===== config.mk =====
export PLATFORM = sky130hd
export DESIGN_NAME = alu_arbiter
export DESIGN_NICKNAME = d
export VERILOG_FILES = /design/src/rtl/alu_arbiter.sv
export SDC_FILE = /design/constraint.sdc
export NUM_CORES = 1
export LEC_CHECK = 0
export ABC_AREA = 1
export BUFFER_PORTS_ARGS = -buffer_cell sky130_fd_sc_hd__buf_2
export CORE_ASPECT_RATIO = 1.25
export CORE_MARGIN = 2
export CORE_UTILIZATION = 44
export CTS_BUF_LIST = sky130_fd_sc_hd__clkbuf_16
export DETAILED_ROUTE_END_ITERATION = 8
export GPL_ROUTABILITY_DRIVEN = 0
export PLACE_DENSITY = 0.79
export REMOVE_ABC_BUFFERS = 1
export SLEW_MARGIN = 15
export SYNTH_ARGS = -nofsm -noshare
export SYNTH_HDL_FRONTEND = slang
export SYNTH_SLANG_ARGS = --single-unit

===== constraint.sdc =====
create_clock -name clk -period 1.35 [get_ports clk]
set_input_delay 0.3375 -clock clk [delete_from_list [all_inputs] [get_ports clk]]
set_output_delay 0.3375 -clock clk [all_outputs]
set_load 0.05 [all_outputs]

===== src/rtl/alu_arbiter.sv =====
// Two-requester arbiter in front of a shared combinational ALU.
// Serves one operation at a time through IDLE -> EXEC -> RESP, alternating
// priority between requesters when both are valid.
module alu_arbiter #(
    parameter int unsigned N = 7
) (
    input  logic         clk,
    input  logic         rst,
    input  logic         req0_valid,
    output logic         req0_ready,
    input  logic [N-1:0] req0_a,
    input  logic [N-1:0] req0_b,
    input  logic [5:0]   req0_op,
    input  logic         req1_valid,
    output logic         req1_ready,
    input  logic [N-1:0] req1_a,
    input  logic [N-1:0] req1_b,
    input  logic [5:0]   req1_op,
    output logic         rsp_valid,
    input  logic         rsp_ready,
    output logic [N-1:0] rsp_data,
    output logic         rsp_id,
    output logic         rsp_err,
    output logic [N-1:0] alu_a,
    output logic [N-1:0] alu_b,
    output logic [5:0]   alu_op,
    input  logic [N-1:0] alu_result
);

    typedef enum logic [1:0] {
        StIdle = 2'd0,
        StExec = 2'd1,
        StResp = 2'd2
    } state_e;

    state_e       state_q, state_d;
    logic         prio_q;
    logic [N-1:0] a_q, b_q;
    logic [5:0]   op_q;
    logic         id_q;
    logic         rsp_valid_q;
    logic [N-1:0] rsp_data_q;
    logic         rsp_id_q;
    logic         rsp_err_q;

    logic         gnt_any;
    logic         gnt_id;
    logic         hs;
    logic         op_legal;

    // Grant selection: sole valid requester wins, ties broken by prio_q.
    always_comb begin
        gnt_any    = req0_valid | req1_valid;
        gnt_id     = (req0_valid & req1_valid) ? prio_q : req1_valid;
        req0_ready = (state_q == StIdle) & ~rst & gnt_any & ~gnt_id;
        req1_ready = (state_q == StIdle) & ~rst & gnt_any & gnt_id;
        hs         = (req0_valid & req0_ready) | (req1_valid & req1_ready);
    end

    // Decode the latched opcode against the set the ALU implements.
    always_comb begin
        op_legal = 1'b0;
        case (op_q)
            6'b100000, 6'b100010, 6'b100100, 6'b100101,
            6'b100110, 6'b000011, 6'b000010, 6'b100111: op_legal = 1'b1;
            default:                                     op_legal = 1'b0;
        endcase
    end

    // Next-state logic for the transaction sequencer.
    always_comb begin
        state_d = state_q;
        case (state_q)
            StIdle:  if (hs) state_d = StExec;
            StExec:  state_d = StResp;
            StResp:  if (rsp_ready) state_d = StIdle;
            default: state_d = StIdle;
        endcase
    end

    // State, operand latch and response registers.
    always_ff @(posedge clk) begin
        if (rst) begin
            state_q     <= StIdle;
            prio_q      <= 1'b0;
            a_q         <= '0;
            b_q         <= '0;
            op_q        <= '0;
            id_q        <= 1'b0;
            rsp_valid_q <= 1'b0;
            rsp_data_q  <= '0;
            rsp_id_q    <= 1'b0;
            rsp_err_q   <= 1'b0;
        end else begin
            state_q <= state_d;
            if (hs) begin
                a_q    <= gnt_id ? req1_a : req0_a;
                b_q    <= gnt_id ? req1_b : req0_b;
                op_q   <= gnt_id ? req1_op : req0_op;
                id_q   <= gnt_id;
                prio_q <= ~gnt_id;
            end
            if (state_q == StExec) begin
                rsp_valid_q <= 1'b1;
                rsp_data_q  <= alu_result;
                rsp_id_q    <= id_q;
                rsp_err_q   <= ~op_legal;
            end
            // Response handshake only counts while a response is held.
            if ((state_q == StResp) && rsp_ready) begin
                rsp_valid_q <= 1'b0;
            end
        end
    end

    // The shared ALU always sees the latched operation.
    always_comb begin
        alu_a     = a_q;
        alu_b     = b_q;
        alu_op    = op_q;
        rsp_valid = rsp_valid_q;
        rsp_data  = rsp_data_q;
        rsp_id    = rsp_id_q;
        rsp_err   = rsp_err_q;
    end

endmodule


=== Yosys cells after proc, flatten, opt, wreduce, memory -nomap -nowiden ===
Index checks and enable logic that the tools add are counted.

* Register bits: 34
* Input bits: 52
* Output and inout port bits: 32
* Logic and storage cells: 47

* Eq/ne operators: 12
* Muxes and demuxes: 8
* Bitwise gates (word level): 12
* Reductions and logical operators: 5

{| class="wikitable"
|+ Operators with widths
! cell !! count
|-
| 6-bit equality test (second input constant) || 6
|-
| 7-bit two-way mux || 2
|-
| 6-bit by 2-bit equality test with 1-bit output (second input constant) || 2
|-
| 8-bit OR reduction || 1
|-
| 1-bit bitwise AND || 7
|-
| 6-bit two-way mux || 1
|-
| 2-bit one-hot mux with 3 select lines || 1
|-
| 2-bit two-way mux || 2
|-
| 2-bit inequality test (second input constant) || 2
|-
| 1-bit inverter || 3
|-
| 2-bit by 1-bit equality test with 1-bit output (second input constant) || 1
|-
| 2-bit equality test (second input constant) || 1
|-
| 2-bit logical NOT || 1
|-
| 1-bit two-way mux || 2
|-
| 1-bit OR || 2
|-
| 2-bit AND reduction || 1
|-
| 2-bit OR reduction || 1
|-
| 1-bit logical AND || 1
|}

=== Longest topological paths before layout ===
* Depth after elaboration: 8
* Mapped depth: 9
* Mapped depth without buffers: 8

=== Worst setup path before layout ===
Ideal clock, no wire load.

* Path kind: input to output
* From: input port req0_valid
* To: output port req1_ready
* Data arrival time: 1174 ps
* Data required time: 1013 ps
* Setup slack: -162 ps
* Stages: 6
* Path buffers: 1
* Cell sequence: nand2_1 -> nand2_2 -> inv_2 -> buf_6 -> nand2_1 -> inv_1

* Cells in the longest elaborated chain, start to end: 3
* Elaborated cells between the ends (all ways): 5
* Classes of those cells: mux: 1; bitwise: 4

{| class="wikitable"
|+ Ends and longest elaborated chain
! item !! line !! source
|-
| start: declaration || 9 || <nowiki>input logic req0_valid,</nowiki>
|-
| 1-bit OR / 1-bit bitwise AND (equally long branches) || 53, 54 ||
|-
| 1-bit bitwise AND / 1-bit two-way mux (equally long branches) || 56, 54 ||
|-
| 1-bit bitwise AND (*) || 56 || <nowiki>req1_ready = (state_q == StIdle) & ~rst & gnt_any & gnt_id;</nowiki>
|-
| end: declaration || 15 || <nowiki>output logic req1_ready,</nowiki>
|}

Mark *: on every way between the ends. The rest lies on a longest branch, timed or not.

=== Worst setup path after layout ===
* From: register state_q[0]
* To: output port req0_ready

* Cells in the longest elaborated chain, start to end: 4

{| class="wikitable"
|+ Ends and longest elaborated chain
! item !! line !! source
|-
| start: declaration || 36 || <nowiki>state_e state_q, state_d;</nowiki>
|-
| start signal: assignment || 84 || <nowiki>state_q <= StIdle;</nowiki>
|-
| start signal: assignment || 95 || <nowiki>state_q <= state_d;</nowiki>
|-
| 2-bit logical NOT || 55 || <nowiki>req0_ready = (state_q == StIdle) & ~rst & gnt_any & ~gnt_id;</nowiki>
|-
| 1-bit bitwise AND (3 in a row) || 55 ||
|-
| end: declaration || 10 || <nowiki>output logic req0_ready,</nowiki>
|}

No other way between the ends.

==> metrics <==
synthesized-area fraction occupied by and/or/nand/nor cells a little under two fifths; Reg-to-Reg End rsp_data[1]; total length of routed met2 wires roughly 1.8 mm; largest driver fanout on the critical path 4; via-per-instance ratio around 4.7; worst ir drop on vdd approximately 1.1 mV; status finished with violations; Port Buf Inserts 83; area enclosed by the die boundary around 0.0040 sq mm; fraction of power spent switching nets about a third; Core Rows 24; sum of overflow across all layers after global routing 0; number of antenna violations at the first check in global routing 0; Reg clk slew, reported paths ~0.050 ns; Reg2Reg Setup Slack between 0.2 and 0.25 ns; number of library cell types mapped by synthesis 20; Clock Sinks 34; Hold Buf Count CTS 0; sum of net half-perimeters after detailed placement roughly 2.7 mm; top achievable clock speed 672 MHz; width of the die about 57 um; total routed wirelength between 3 and 4 mm; core region area 0.00342 sq mm; initial standard-cell utilization of the core between 40% and 50%; number of buffers created by CTS 5; Worst Skew 0.00317 ns; total leakage power roughly 1.2 nW; proportion of power drawn by combinational gates between 20 and 30%; met3 wire length approximately 360 um; multiplexer share of the synthesized area 0%; depth of the worst register-to-register path 5; slew at the pin closest to its max-slew limit 0.270 ns; die height 70.1 um; number of standard cells after synthesis about 220; area occupied by multi-input gates 734 sq um; share of the yosys chip area belonging to registers between 40 and 50%; FF+latch count, synth 34; number of max-slew violations in the final report 0; proportion of layout cells with a drive suffix above 1 between 30 and 40%; power spent charging and discharging nets just under 1 mW; post-synthesis share of cell area spent on xor and xnor gates 0%; Met1 Wirelength around 1.5 mm; compound-cell area share of the yosys netlist a little over a tenth; number of vias in the routed layout ~1700; Required @ worst endpoint about 1.0 ns; final number of hold-violating endpoints 0; DR DRC count 0; Top-Level Pins 84; vias in the first global route 1612; Storage cell area 683 sq um; fraction of the cycle the final worst path needs 110%; yosys warns 0; total power around 3 mW; post-DR wirelength/cell a little over 10 um; power density over the cells about 1400 mW/mm^2; setup repair after global routing missed its margin true; category of the critical setup timing path reg2out; number of DRC markers after the initial detailed-route iteration 54; Final setup violation count 2; Final Net Count around 370; highest metal used met4; adder-cell share of the synthesized area 0%; Filler Cell Count around 340; part of the total power dissipated in sequential elements approximately 39%; most common cell after layout, fill and taps aside buf_2; path type of the worst min-delay path in2reg; DP Worst Slack -0.126 ns; number of nets with antenna violations after detailed routing 0; launch instance of the worst register-to-register path state_q[1]; area of the mapped netlist around 0.0015 sq mm; CTS Buffer Depth 2; Startpoint Class register; Area Overhead vs Synth 40.7%; final setup margin -0.138 ns; share of power burned in the clock network 33.4%; number of maximum-capacitance constraint violations 0; Critical Path Sink Type primary output; Diodes inserted 0; design internal power between 2 and 2.5 mW; clock root buffer clkbuf_16; launching element of the worst setup path state_q[0]; Worst-Skew Late Latency between 0.2 and 0.3 ns; TritonCTS clock tree built; Slew HR approximately 80%; Worst Setup EP req0_ready; average footprint of a synthesized cell roughly 7 sq um; global-route wire length before repair roughly 6.6 mm; clock period minus final worst setup slack ~1.5 ns; violations in the final reports negative setup slack; leading cell types in the layout, fill and taps excluded buf_2, nand2_1, nor2_1; critical path arrival roughly 1.2 ns; number of iterations in the first detailed-routing pass 4; GRT Total Usage between 20% and 30%; maximum number of pins on one net before global-route repair 21; largest family of logic cells by synthesized area simple AND/OR/NAND/NOR gates; maximum level of the CTS H-tree 2
## state kept, by name, indices dropped and copies added (netlist names)
name,flops
rsp_data,7
rsp_err,1
alu_b,7
alu_a,7
prio_q,1
alu_op,6
state_q,2
id_q,1
rsp_id,1
rsp_valid,1
## layer usage
layer | up-vias | GRT usage, %
met4 | 0 | 7.24
met3 | 5 | 8.33
li1 | 885 | -
met1 | 700 | 22.1
met2 | 64 | 36.4
met5 | - | 0
## power groups by stage
stage	logic, mW	registers (mW)	clock network (mW)
floorplan	0.275	1.47	0
global route	0.933	1.17	1.08
global placement	0.832	1.17	0
detailed placement	0.840	1.17	0
CTS	0.855	1.16	1.04
finish	0.847	1.16	1.01
## cells in the mapped netlist (all sizes together)
cell / instances / area, sq um
a31oi: 1 / 6.26
nor2: 55 / 226
nand2: 71 / 272
o21ai: 26 / 130
nand3b: 2 / 27.5
clkbuf: 1 / 5.00
buf: 10 / 83.8
dfxtp: 34 / 681
inv: 9 / 33.8
clkinv: 1 / 3.75
nand3: 8 / 40.0
a21oi: 6 / 30.0
## cells by family (layout without fill, tap and decap cells)
group | after synthesis | count (layout)
and+or+nand+nor | 136 | 136
DFF | 34 | 34
AOI/OAI and AO/OA | 33 | 33
buffers and inverters | 21 | 113
## worst max-delay path, stage by stage (launching register included)
cell and delay, ns:
dfxtp_2 0.33, nor2_4 0.09, nand2_2 0.07, nor2_4 0.10, nand2_1 0.08, inv_1 0.07, buf_6 0.15
## metrics by stage
step | std cells | area (sq um) | util [%] | hold slack, ns | TNS (ns)
detailed placement | 348 | 2010 | 58.8 | 0.453 | -0.246
global placement | 348 | 2010 | 58.8 | 0.453 | -0.192
CTS | 355 | 2160 | 63.2 | 0.273 | -0.287
floorplan | 213 | 1450 | - | 0.407 | -0.608
finish | 355 | 2170 | 63.3 | 0.274 | -0.265
global route | 355 | 2170 | 63.3 | 0.296 | -0.399
## worst min-delay path by stage
stage | start | endpoint | slack [ns] | cells after the start
3_3_place_gp | alu_b[2] | alu_b[2] | 0.45 | 2
3_5_place_dp | alu_b[2] | alu_b[2] | 0.45 | 2
5_1_grt | rsp_ready | rsp_valid | 0.30 | 2
2_1_floorplan | rst | alu_b[0] | 0.41 | 1
4_1_cts | rsp_ready | rsp_valid | 0.27 | 2
6_report | rsp_ready | rsp_valid | 0.27 | 2
## layout make-up
type                            count  area share, %
Clock buffer                        5           5.78
Clock inverter                      1          0.173
Inverter                           10           1.73
Multi-Input combinational cell    169           33.9
Sequential cell                    34           31.5
Tap cell                           39           2.25
Timing Repair Buffer               97           24.6
## repair_timing
action | CTS | global route
gates resized for setup | 6 | 2
buffers inserted | 1 | 0
pin swaps | 1 | 0
setup endpoints to repair | 2 | 2
Power figures use the tool's default switching activity.
